$ cat config.mk
export PLATFORM = sky130hd
export DESIGN_NAME = jk_input_conditioner
export DESIGN_NICKNAME = d
export VERILOG_FILES = /design/src/rtl/jk_input_conditioner.sv
export SDC_FILE = /design/constraint.sdc
export NUM_CORES = 1
export LEC_CHECK = 0
export ABC_AREA = 1
export BUFFER_PORTS_ARGS = -buffer_cell sky130_fd_sc_hd__buf_2
export CAP_MARGIN = 20
export CORE_ASPECT_RATIO = 0.8
export CORE_MARGIN = 8
export CORE_UTILIZATION = 32
export CTS_CLUSTER_DIAMETER = 120
export CTS_CLUSTER_SIZE = 20
export DETAILED_ROUTE_END_ITERATION = 12
export PLACE_DENSITY_LB_ADDON = 0.08
export SLEW_MARGIN = 20
export SYNTH_ARGS = -nofsm -noshare
export SYNTH_HDL_FRONTEND = slang
export SYNTH_SLANG_ARGS = --single-unit
$ cat constraint.sdc
create_clock -name Clk -period 2.75 [get_ports Clk]
set_input_delay 0.55 -clock Clk [delete_from_list [all_inputs] [get_ports Clk]]
set_output_delay 0.55 -clock Clk [all_outputs]
set_load 0.005 [all_outputs]
$ cat src/rtl/jk_input_conditioner.sv
// Input front end for the JK flip-flop demo: synchronizes and debounces the raw
// J/K buttons, flags rising edges, and emits the step strobe plus a J/K sample latch.
`timescale 1ns/1ps
module jk_input_conditioner #(
    parameter int DEBOUNCE_CYCLES = 1_000_000,
    parameter int TICK_CYCLES     = 50_000_000
) (
    input  logic Clk,
    input  logic Rst_n,
    input  logic J_raw,
    input  logic K_raw,
    output logic J,
    output logic K,
    output logic J_rise,
    output logic K_rise,
    output logic Tick,
    output logic J_lat,
    output logic K_lat
);

    localparam int DW = (DEBOUNCE_CYCLES > 1) ? $clog2(DEBOUNCE_CYCLES) : 1;
    localparam int TW = $clog2(TICK_CYCLES);

    // Channel index 0 is J, index 1 is K.
    logic [1:0]    raw;
    logic [1:0]    sync1_q, sync2_q;
    logic [1:0]    deb_q, deb_d;
    logic [1:0]    rise_q, rise_d;
    logic [DW-1:0] dcnt_q [2];
    logic [DW-1:0] dcnt_d [2];
    logic [TW-1:0] tcnt_q, tcnt_d;
    logic          tick_q, tick_d;
    logic [1:0]    lat_q, lat_d;
    logic          tick_wrap;

    assign raw = {K_raw, J_raw};

    // A mismatch must persist DEBOUNCE_CYCLES consecutive cycles; any agreement restarts it.
    always_comb begin
        for (int i = 0; i < 2; i++) begin
            deb_d[i]  = deb_q[i];
            rise_d[i] = 1'b0;
            dcnt_d[i] = '0;
            if (sync2_q[i] != deb_q[i]) begin
                if (dcnt_q[i] == DW'(DEBOUNCE_CYCLES - 1)) begin
                    deb_d[i]  = sync2_q[i];
                    rise_d[i] = sync2_q[i];
                end else begin
                    dcnt_d[i] = dcnt_q[i] + 1'b1;
                end
            end
        end
    end

    assign tick_wrap = (tcnt_q == TW'(TICK_CYCLES - 1));

    // The latch samples the pre-update debounced value on the edge where Tick is high.
    always_comb begin
        tcnt_d = tick_wrap ? '0 : tcnt_q + 1'b1;
        tick_d = tick_wrap;
        lat_d  = tick_q ? deb_q : lat_q;
    end

    always_ff @(posedge Clk or negedge Rst_n) begin
        if (!Rst_n) begin
            sync1_q <= '0;
            sync2_q <= '0;
            deb_q   <= '0;
            rise_q  <= '0;
            for (int i = 0; i < 2; i++) begin
                dcnt_q[i] <= '0;
            end
            tcnt_q  <= '0;
            tick_q  <= 1'b0;
            lat_q   <= '0;
        end else begin
            sync1_q <= raw;
            sync2_q <= sync1_q;
            deb_q   <= deb_d;
            rise_q  <= rise_d;
            for (int i = 0; i < 2; i++) begin
                dcnt_q[i] <= dcnt_d[i];
            end
            tcnt_q  <= tcnt_d;
            tick_q  <= tick_d;
            lat_q   <= lat_d;
        end
    end

    assign J      = deb_q[0];
    assign K      = deb_q[1];
    assign J_rise = rise_q[0];
    assign K_rise = rise_q[1];
    assign Tick   = tick_q;
    assign J_lat  = lat_q[0];
    assign K_lat  = lat_q[1];

endmodule

# --- Word-level counts from Yosys, hierarchy flattened ---
# Cells that the tools add are included.
totals:
  input_bits: 4
  reg_bits: 77
op_classes:
  addsub: 3
  n_reduce_logical: 2
  mux: 9
  n_eq_ne: 5
op_table:
  columns: ["operator", "n"]
  rows:
  - ["$mux 20", 4]
  - ["$add 20x1->20 const B", 2]
  - ["$eq 20x20->1 const B", 2]
  - ["$add 26x1->26 const B", 1]
  - ["$eq 26x26->1 const B", 1]
  - ["$mux 26", 1]
  - ["$mux 1", 4]
  - ["$reduce_and 2->1", 2]
  - ["$ne 1x1->1", 2]

# --- Logic depth before layout (Yosys ltp) ---
# Gate-level depths: netlist (run 1).
depth:
  word_depth: 3
  depth_mapped: 8
  ltp_nobuf: 8

# --- Worst setup path after synthesis (run 1) ---
# No wires, ideal clock.
synth_path:
  path_type: "register -> register"
  startpoint: "reg tcnt_q[0]"
  endpoint: "reg tcnt_q[17]"
  required_ns: 2.633
  period_less_slack_ns: 1.370
  stages_incl_launch_ff: 8
  t_arrival_ns: 1.253
  path_slack_ns: 1.380
  cell_sequence: "dfrtp_1 > ha_1 > nand3_4 > nor2_4 > nand2_1 > nand3b_4 > nand2_1 > nor2_1"
synth_between:
  elab_chain_cells: 2
  elab_cells_between_ends: 3
  classes_between: "1 x add/sub; 1 x eq/ne; 1 x mux"
synth_lines:
  columns: ["element", "line", "source"]
  rows:
  - ["start, declared", "31", "logic [TW-1:0] tcnt_q, tcnt_d;"]
  - ["start signal, assigned", "84", "tcnt_q <= tcnt_d;"]
  - ["$add 26x1->26 or $eq 26x26->1 (tied branches)", "59, 55", null]
  - ["$mux 26 *", "59", "tcnt_d = tick_wrap ? '0 : tcnt_q + 1'b1;"]
  - ["via tcnt_d[17]", "31", null]
# Mark *: on every way through the listed nets, which the timed path passes. The rest lies on a longest branch.
# A chain may end at the register's enable or synchronous reset.

==> flow_metrics.tcl, run 1 <==
set metrics [dict create \
    maxSlewHeadroom_pct 58.1 \
    post-cts-setup-buffer-count 0 \
    finalHoldViolCount 0 \
    setup.worst_path.start_class "flop" \
    cts_resized 0 \
    fin_crit_sh_pct 56.8 \
    core_area_sq_mm 0.0130 \
    grt_pass1_vias 3312 \
    start_util_pct 33.0 \
    placed_cell_area_sq_mm 0.00457 \
    clk_root_buffer_cell "clkbuf_16" \
    via_count 3340 \
    die-height_um 119 \
    period_needed_ns 1.56 \
    synth-xor-area-share_pct 6.73 \
    drt_first_pass_iters 5 \
    worstMarginPinSlew_ns 0.627 \
    clockBufferDepth 2 \
    clock-sinks 77 \
    arrival_ns 1.79 \
    p_per_area_mw_per_mm2 489 \
    htree_num_levels 3 \
    seq_area_frac_synth_pct 45.1 \
    ant_nets 0 \
    r2r_end "dcnt_q[6]$_DFF_PN0_" \
    grt_start_max_net_pins 46 \
    synth_nets 568 \
    rows 37 \
    synth-simple-area-share_pct 39.3 \
    area_growth_pct 13.6 \
    syn_area_sq_mm 0.00428 \
    worstPathMaxFanout 7 \
    cts_tree "built" \
    globalplace.congestion 0.847 \
    synthAdderAreaFrac_pct 0.878 \
    slew_viol_final 0 \
    drv_cap 0 \
    setup_viol 0 \
    wirelength_um 9450 \
    die_area_sq_mm 0.0173 \
    drcViolationCount 0 \
    overflow 0 \
    diodes 0 \
    final_area_sq_mm 0.00486 \
    grt_util_all_layers_pct 11.8 \
    reg2reg_depth 6 \
    fin_ws_ns 1.19 \
    synth.distinct_cells 29 \
    rr_startpoint "dcnt_q[0]$_DFF_PN0_" \
    nets 590 \
    io_buffer_count 10 \
    synth_top_family_by_area "simple AND/OR/NAND/NOR gates" \
    tns_ns 0 \
    antenna_found_initial 0 \
    hpwl_um 7320 \
    pre_cts_ws_ns 1.16 \
    avgSynthCellArea_sq_um 7.62 \
    ys_ff_latch 77 \
    rsz0062_at_grt "no" \
    required_ns 2.97 \
    cts_buffers 9 \
    die_w_um 145 \
    grt_pass1_wl_um 16600 \
    io_pins 11 \
    synth_compound_area_share_pct 2.34 \
    outcome "complete, no violations" \
    drive_gt1_share_pct 12.8 \
    clock.fmax_mhz 640 \
    hold_buffers 0 \
    nFillCells 1387 \
    fin_skew_ns 0.00466 \
    vdd_drop_max_uv 246 \
    reg2reg_setup_slack_ns 1.19 \
    syn_inst 561 \
    clk_pin_slew_ns 0.06 \
    total_leakage_power_nw 2.16 \
    yosysWarnings 0 \
    hp-class "input port to async pin" \
    crit_type "flop to flop" \
    wl_per_cell_um 12.4 \
    clk_latency_ns 0.33 \
    via_per_inst 4.39 \
    dr.first_iter.drc_count 196 \
    synthMuxAreaShare_pct 0.527 \
    end_kind "flop" \
]
-- metal layers --
layer	GRT usage (%)	part of all wire [%]	up-vias
met5	0	0	-
met4	4.09	0.47	0
met3	2.72	3.1	2
met2	17.2	42	36
met1	16.8	54	1515
li1	-	-	1787
-- placed cells by master (no fill, tap or decap), types with 3 or more instances in the layout --
cell and count:
a21oi_1 10, buf_2 9, clkbuf_16 9, dfrtp_1 77
ha_1 3, inv_1 54, inv_2 5, nand2_1 142
nand2_2 8, nand3_1 38, nand3_2 3, nand4_1 11
nor2_1 127, nor2_2 17, nor2_4 7, nor3_1 5
o21ai_0 6, xnor2_1 13, xor2_1 18
-- area by class of cell --
type	instances	area [sq um]	share of cell area (%)
Tap cell	175	219	4.51
Timing Repair Buffer	11	72.6	1.49
Multi-Input combinational cell	425	2130	43.8
Clock inverter	4	50.0	1.03
Inverter	59	221	4.56
Sequential cell	77	1930	39.7
Clock buffer	10	239	4.92
-- how the worst max path moves through the flow --
| stage | endpoint | from | cells after the start |
|---|---|---|---|
| finish | dcnt_q[6]$_DFF_PN0_ | dcnt_q[0]$_DFF_PN0_ | 6 |
| global placement | dcnt_q[6]$_DFF_PN0_ | dcnt_q[0]$_DFF_PN0_ | 6 |
| CTS | dcnt_q[18]$_DFF_PN0_ | dcnt_q[0]$_DFF_PN0_ | 6 |
| detailed placement | dcnt_q[18]$_DFF_PN0_ | dcnt_q[0]$_DFF_PN0_ | 6 |
| global route | dcnt_q[15]$_DFF_PN0_ | dcnt_q[0]$_DFF_PN0_ | 6 |
| floorplan | tcnt_q[17]$_DFF_PN0_ | tcnt_q[0]$_DFF_PN0_ | 7 |
-- synth_stat cells --
cell type | count | area [sq um]
a21oi_1 | 10 | 50.1
and2_1 | 2 | 12.5
dfrtp_1 | 77 | 1930
ha_1 | 3 | 37.5
inv_1 | 54 | 203
inv_2 | 5 | 18.8
mux2_2 | 2 | 22.5
nand2_1 | 142 | 533
nand2_2 | 8 | 50.1
nand2_4 | 2 | 22.5
nand3_1 | 38 | 190
nand3_2 | 3 | 30.0
nand3_4 | 1 | 17.5
nand3b_1 | 2 | 15.0
nand3b_4 | 1 | 20.0
nand4_1 | 11 | 68.8
nor2_1 | 127 | 477
nor2_2 | 17 | 106
nor2_4 | 7 | 78.8
nor3_1 | 5 | 25.0
nor3_2 | 1 | 10.0
nor3_4 | 1 | 16.3
o21ai_0 | 6 | 30.0
o21ai_1 | 1 | 5.00
o21bai_1 | 2 | 15.0
or2_2 | 1 | 6.26
xnor2_1 | 13 | 114
xor2_1 | 18 | 158
xor2_2 | 1 | 16.3
-- critical path, cell delays in order, from the launching register on --
cell and delay [ns]:
dfrtp_1 0.39, ha_1 0.26, inv_1 0.10, nor3_4 0.29, nand3_2 0.19, nand2_2 0.16
nor2_1 0.06
-- cell families (layout without fill, tap and decap cells) --
kind of cell               after synthesis  count (layout)
AOI/OAI and AO/OA                       19              19
xor gates and xnor gates                32              32
adders and majority gates                3               3
buffers and inverters                   59              84
DFF                                     77              77
muxes                                    2               2
and+or+nand+nor                        369             369
-- where the power goes --
group / leakage [nW] / internal (mW) / switching [mW]
Combinational: 0.974 / 0.0157 / 0.0428
Sequential: 1.05 / 1.14 / 0.00787
Clock: 0.136 / 0.715 / 0.450
-- registers in the layout (all words and copies together), names as in the netlist --
signal   count
sync2_q      2
Tick         1
sync1_q      2
tcnt_q      26
dcnt_q      40
deb_q        2
lat_q        2
rise_q       2
-- per-stage QoR --
| step | utilization [%] | instances | hold slack [ns] | power [mW] |
|---|---|---|---|---|
| after floorplan | - | 561 | 0.254 | 1.20 |
| after global placement | 35.2 | 747 | 0.332 | 1.23 |
| after detailed placement | 35.2 | 747 | 0.337 | 1.23 |
| after CTS | 37.5 | 761 | 0.172 | 2.42 |
| after global routing | 37.5 | 761 | 0.195 | 2.49 |
| final | 37.5 | 761 | 0.159 | 2.37 |
Power figures use the tool's default switching activity.
==> inputs of run 2 (changes only) <==
- clock period: 2.75 -> 1.3 ns (I/O delays scaled with it)
==> flow_metrics.tcl, run 2 (synthesis results as in run 1) <==
set metrics [dict create \
    htree_num_levels 3 \
    power_frac_seq_pct 47.2 \
    clock.fmax_mhz 739 \
    nets 686 \
    cts_tree "built" \
    hp-class "input port to flop" \
    clockPowerShare_pct 48.6 \
    drv_cap 0 \
    antenna_found_initial 0 \
    cts_buffers 9 \
    end_kind "flop" \
    setup_viol 23 \
    clk_latency_ns 0.34 \
    die_w_um 145 \
    grt_start_max_net_pins 43 \
    grt_pass1_vias 3634 \
    reg2reg_setup_slack_ns -0.05 \
    overflow 0 \
    via_per_inst 4.53 \
    drcViolationCount 0 \
    vdd_drop_max_uv 780 \
    nFillCells 1279 \
    total_leakage_power_nw 2.71 \
    violations "negative setup slack" \
    layout_commonest_cell "nand2_1" \
    top_regs "dcnt_q (40), tcnt_q (26)" \
    arrival_ns 1.57 \
    fin_crit_sh_pct 104 \
    seq_area_sq_mm 0.00194 \
    slew_viol_final 0 \
    setup.worst_path.start_class "flop" \
    period_needed_ns 1.35 \
    fin_skew_ns 0.0113 \
    top_register "dcnt_q" \
    fin_ws_ns -0.0535 \
    wl_per_cell_um 13.0 \
    diodes 0 \
    die-height_um 119 \
    rows 37 \
    multi_input_area_sq_mm 0.00263 \
    worstPathMaxFanout 7 \
    required_ns 1.52 \
    clock-sinks 77 \
    io_pins 11 \
    grt_pass1_wl_um 18200 \
    final_cell_mix "nand2_1 (118), nor2_1 (83), buf_4 (83)" \
    finalHoldViolCount 0 \
    drive_gt1_share_pct 41.5 \
    clk_pin_slew_ns 0.06 \
    cellInternalPower_mw 3.96 \
    crit_type "flop to flop" \
    via_count 3895 \
    drt_first_pass_iters 4 \
    maxSlewHeadroom_pct 80.2 \
    rsz0062_at_grt "yes" \
    area_growth_pct 44.0 \
    wirelength_um 11200 \
    dr.first_iter.drc_count 243 \
    outcome "finished with violations" \
    hpwl_um 8030 \
    clk_root_buffer_cell "clkbuf_16" \
    p_total_mw 5.17 \
    grt_util_all_layers_pct 13.0 \
    core_area_sq_mm 0.0130 \
    largest_reg_flops 40 \
    start_util_pct 33.0 \
    globalplace.congestion 0.839 \
    final_util_pct 47.5 \
    clockBufferDepth 2 \
    worstMarginPinSlew_ns 0.297 \
    p_comb_share_pct 4.2 \
    p_per_area_mw_per_mm2 840 \
    sw_frac_of_total_pct 23.4 \
    ant_nets 0 \
    io_buffer_count 10 \
    power_switching_mw 1.21 \
    die_area_sq_mm 0.0173 \
]
[run 2: cell types whose count changed in the layout (fill, tap and decap cells not counted), moves of 19 or more]
| cell | previous run | this run |
|---|---|---|
| buf_4 | 1 | 83 |
| nor2_1 | 127 | 83 |
| nor2_2 | 17 | 42 |
| nand2_1 | 142 | 118 |
| nand2_2 | 8 | 27 |
| nor2_4 | 7 | 26 |
[run 2: timing repair]
item	CTS	global route
pin swaps	7	59
buffers inserted	4	22
cloned	0	1
endpoints found under the hold margin	13	1
hold buffers	1	1
endpoints found under the setup margin	40	61
gates resized for setup	18	138
[run 2: critical path, stage by stage, from the launching register on]
cell     delay [ns]
dfrtp_1        0.40
ha_4           0.16
inv_2          0.04
nor3_4         0.23
nand3_4        0.19
nand2_8        0.16
a21oi_2        0.04
[run 2: worst paths after layout]
kind / depth (start not counted) / end / startpoint
hold / removal: 1 / sync1_q[0]$_DFF_PN0_ / J_raw
min in group asynchronous: 2 / dcnt_q[0]$_DFF_PN0_ / Rst_n
setup / recovery: 6 / dcnt_q[15]$_DFF_PN0_ / dcnt_q[0]$_DFF_PN0_
hold reg to reg: 0 / sync2_q[0]$_DFF_PN0_ / sync1_q[0]$_DFF_PN0_
max in group asynchronous: 3 / dcnt_q[27]$_DFF_PN0_ / Rst_n
setup reg to reg: 6 / dcnt_q[15]$_DFF_PN0_ / dcnt_q[0]$_DFF_PN0_
[run 2: power by group through the flow]
stage / combinational (mW) / clock [mW] / sequential [mW]
floorplan: 0.0551 / 0 / 2.48
CTS: 0.176 / 2.62 / 2.43
global route: 0.248 / 2.70 / 2.44
finish: 0.218 / 2.51 / 2.44
global placement: 0.161 / 0 / 2.48
detailed placement: 0.164 / 0 / 2.48
[run 2: final cells by class]
type / count / share of cell area (%)
well taps: 175 / 3.56
repair buffers: 106 / 13.8
multi-input cells: 426 / 42.7
flip-flops and latches: 77 / 31.6
clock buffers: 12 / 4.33
clock inverters: 4 / 0.508
inverters: 59 / 3.60
[run 2: metal layers]
metal,vias up,track usage [%],wire length [um]
met5,-,0,0
met4,0,3.44,98
met3,8,4.28,677
met2,69,18.9,4790
met1,1832,18.2,5620
li1,1986,-,-
[run 2: stage by stage]
step	instance area (sq um)	setup WS [ns]	hold WS (ns)	setup TNS (ns)	std cells
2_1_floorplan	4290	0.00356	-0.0356	0	561
3_3_place_gp	5100	-0.0718	0.151	-0.748	815
3_5_place_dp	5100	-0.0786	0.155	-1.22	815
4_1_cts	5520	-0.0609	0.00370	-0.708	836
5_1_grt	6160	-0.158	0.00370	-4.72	859
6_report	6160	-0.0535	0.0271	-0.692	859
==> inputs of run 3 (changes only) <==
- CORE_ASPECT_RATIO: 0.8 -> 0.5
- PLACE_DENSITY_LB_ADDON: 0.08 -> 0.1
==> flow_metrics.tcl, run 3 (synthesis results as in run 1) <==
set metrics [dict create \
    outcome "finished with violations" \
    violations "negative setup slack" \
    critPathMostFrequentCell "nand2_2" \
    die_w_um 179 \
    top_register "dcnt_q" \
    wirelength_um 10600 \
    grt_pass1_vias 3744 \
    hpwl_um 7930 \
    via_count 3768 \
    slew_viol_final 0 \
    core_area_sq_mm 0.0128 \
    start_util_pct 33.3 \
    setup.worst_path.start_class "flop" \
    p_total_mw 5.30 \
    holdPathEnd "sync1_q[1]$_DFF_PN0_" \
    reg2reg_depth 7 \
    clk_latency_ns 0.34 \
    vdd_drop_max_uv 500 \
    pre_cts_ws_ns -0.0892 \
    via_per_inst 4.41 \
    dp_cells 819 \
    io_pins 11 \
    die_area_sq_mm 0.0175 \
    fin_crit_sh_pct 101 \
    globalplace.congestion 0.815 \
    hold_depth 1 \
    slowest_delay_ns 0.39 \
    diodes 0 \
    clock-sinks 77 \
    area_growth_pct 39.7 \
    finalHoldViolCount 0 \
    crit_family "simple AND/OR/NAND/NOR gates" \
    rsz0062_at_grt "yes" \
    clock.fmax_mhz 763 \
    worstPathMaxFanout 5 \
    cts_tree "built" \
    clk_pin_slew_ns 0.06 \
    clockBufferDepth 2 \
    die-height_um 97.7 \
    nets 687 \
    worstMarginPinSlew_ns 0.246 \
    p_per_area_mw_per_mm2 888 \
    path_cells "ha_4 -> nand3_4 -> nor2_4 -> nand2_2 -> nand3b_4 -> nand2_2 -> nor2_2" \
    drt_first_pass_iters 4 \
    top_regs "dcnt_q (40), tcnt_q (26)" \
    final_cell_mix "nand2_1 (123), nor2_1 (99), buf_4 (88)" \
    hp-start "K_raw" \
    r2r_end "tcnt_q[17]$_DFF_PN0_" \
    nFillCells 1291 \
    period_needed_ns 1.31 \
    antenna_found_initial 0 \
    slowest_stage "dfrtp_1" \
    wl_per_cell_um 12.5 \
    path_buf_inv 0 \
    fin_skew_ns 0.0125 \
    maxSlewHeadroom_pct 83.6 \
    required_ns 1.52 \
    ant_nets 0 \
    clk_root_buffer_cell "clkbuf_16" \
    drive_gt1_share_pct 36.8 \
    hp-class "input port to flop" \
    arrival_ns 1.53 \
    rr_startpoint "tcnt_q[0]$_DFF_PN0_" \
    grt_start_max_net_pins 39 \
    grt_pass1_wl_um 18100 \
    drcViolationCount 0 \
    htree_num_levels 3 \
    setup_viol 5 \
    dr.first_iter.drc_count 134 \
    end_kind "flop" \
    rows 29 \
    reg2reg_setup_slack_ns -0.01 \
    io_buffer_count 10 \
    layout_commonest_cell "nand2_1" \
    fin_cells 854 \
    total_leakage_power_nw 2.68 \
    grt_util_all_layers_pct 12.5 \
    crit_type "flop to flop" \
    largest_reg_flops 40 \
    overflow 0 \
    drv_cap 0 \
    fin_ws_ns -0.0106 \
    cts_buffers 9 \
]
run 3: layer usage:
| layer | GRT usage (%) | wire, um | vias up |
|---|---|---|---|
| li1 | - | - | 1987 |
| met1 | 15.3 | 5150 | 1731 |
| met2 | 21.4 | 5060 | 31 |
| met3 | 2.88 | 248 | 19 |
| met4 | 4.14 | 183 | 0 |
| met5 | 0 | 0 | - |
run 3: worst max path at each step:
| stage | start | end | depth (start not counted) |
|---|---|---|---|
| final | tcnt_q[0]$_DFF_PN0_ | tcnt_q[17]$_DFF_PN0_ | 7 |
| after floorplan | tcnt_q[0]$_DFF_PN0_ | tcnt_q[17]$_DFF_PN0_ | 7 |
| after detailed placement | tcnt_q[0]$_DFF_PN0_ | tcnt_q[13]$_DFF_PN0_ | 8 |
| after global routing | tcnt_q[7]$_DFF_PN0_ | tcnt_q[23]$_DFF_PN0_ | 9 |
| after CTS | dcnt_q[1]$_DFF_PN0_ | dcnt_q[6]$_DFF_PN0_ | 6 |
| after global placement | tcnt_q[0]$_DFF_PN0_ | tcnt_q[13]$_DFF_PN0_ | 8 |
run 3: what timing repair did:
action	in CTS	in global routing
gates cloned	1	0
pin swaps	15	23
setup endpoints to repair	31	56
resized for setup	27	82
hold buffers	1	0
endpoints found under the hold margin	12	0
buffers inserted	4	14
run 3: cell type report:
type	instances	area (sq um)	area share [%]
clock buffer	10	239	4.00
clock inverter	5	75.1	1.26
inverter	59	226	3.79
multi-input combinational	426	2440	40.8
sequential	77	1950	32.6
tap	170	213	3.56
timing repair buffer	107	835	14.0
run 3: per-stage QoR:
step,TNS [ns],instance area [sq um],util [%],hold slack (ns)
finish,-0.0251,5970,46.5,0.0337
global route,-2.52,5970,46.5,0.0272
CTS,-0.220,5630,43.8,0.0194
detailed placement,-1.00,5170,40.2,0.139
global placement,-1.03,5170,40.2,0.140
floorplan,0,4290,-,-0.0356
run 3: where the power goes:
part,internal [mW],switching [mW]
clock,1.71,0.974
sequential,2.42,0.0182
combinational,0.0671,0.112
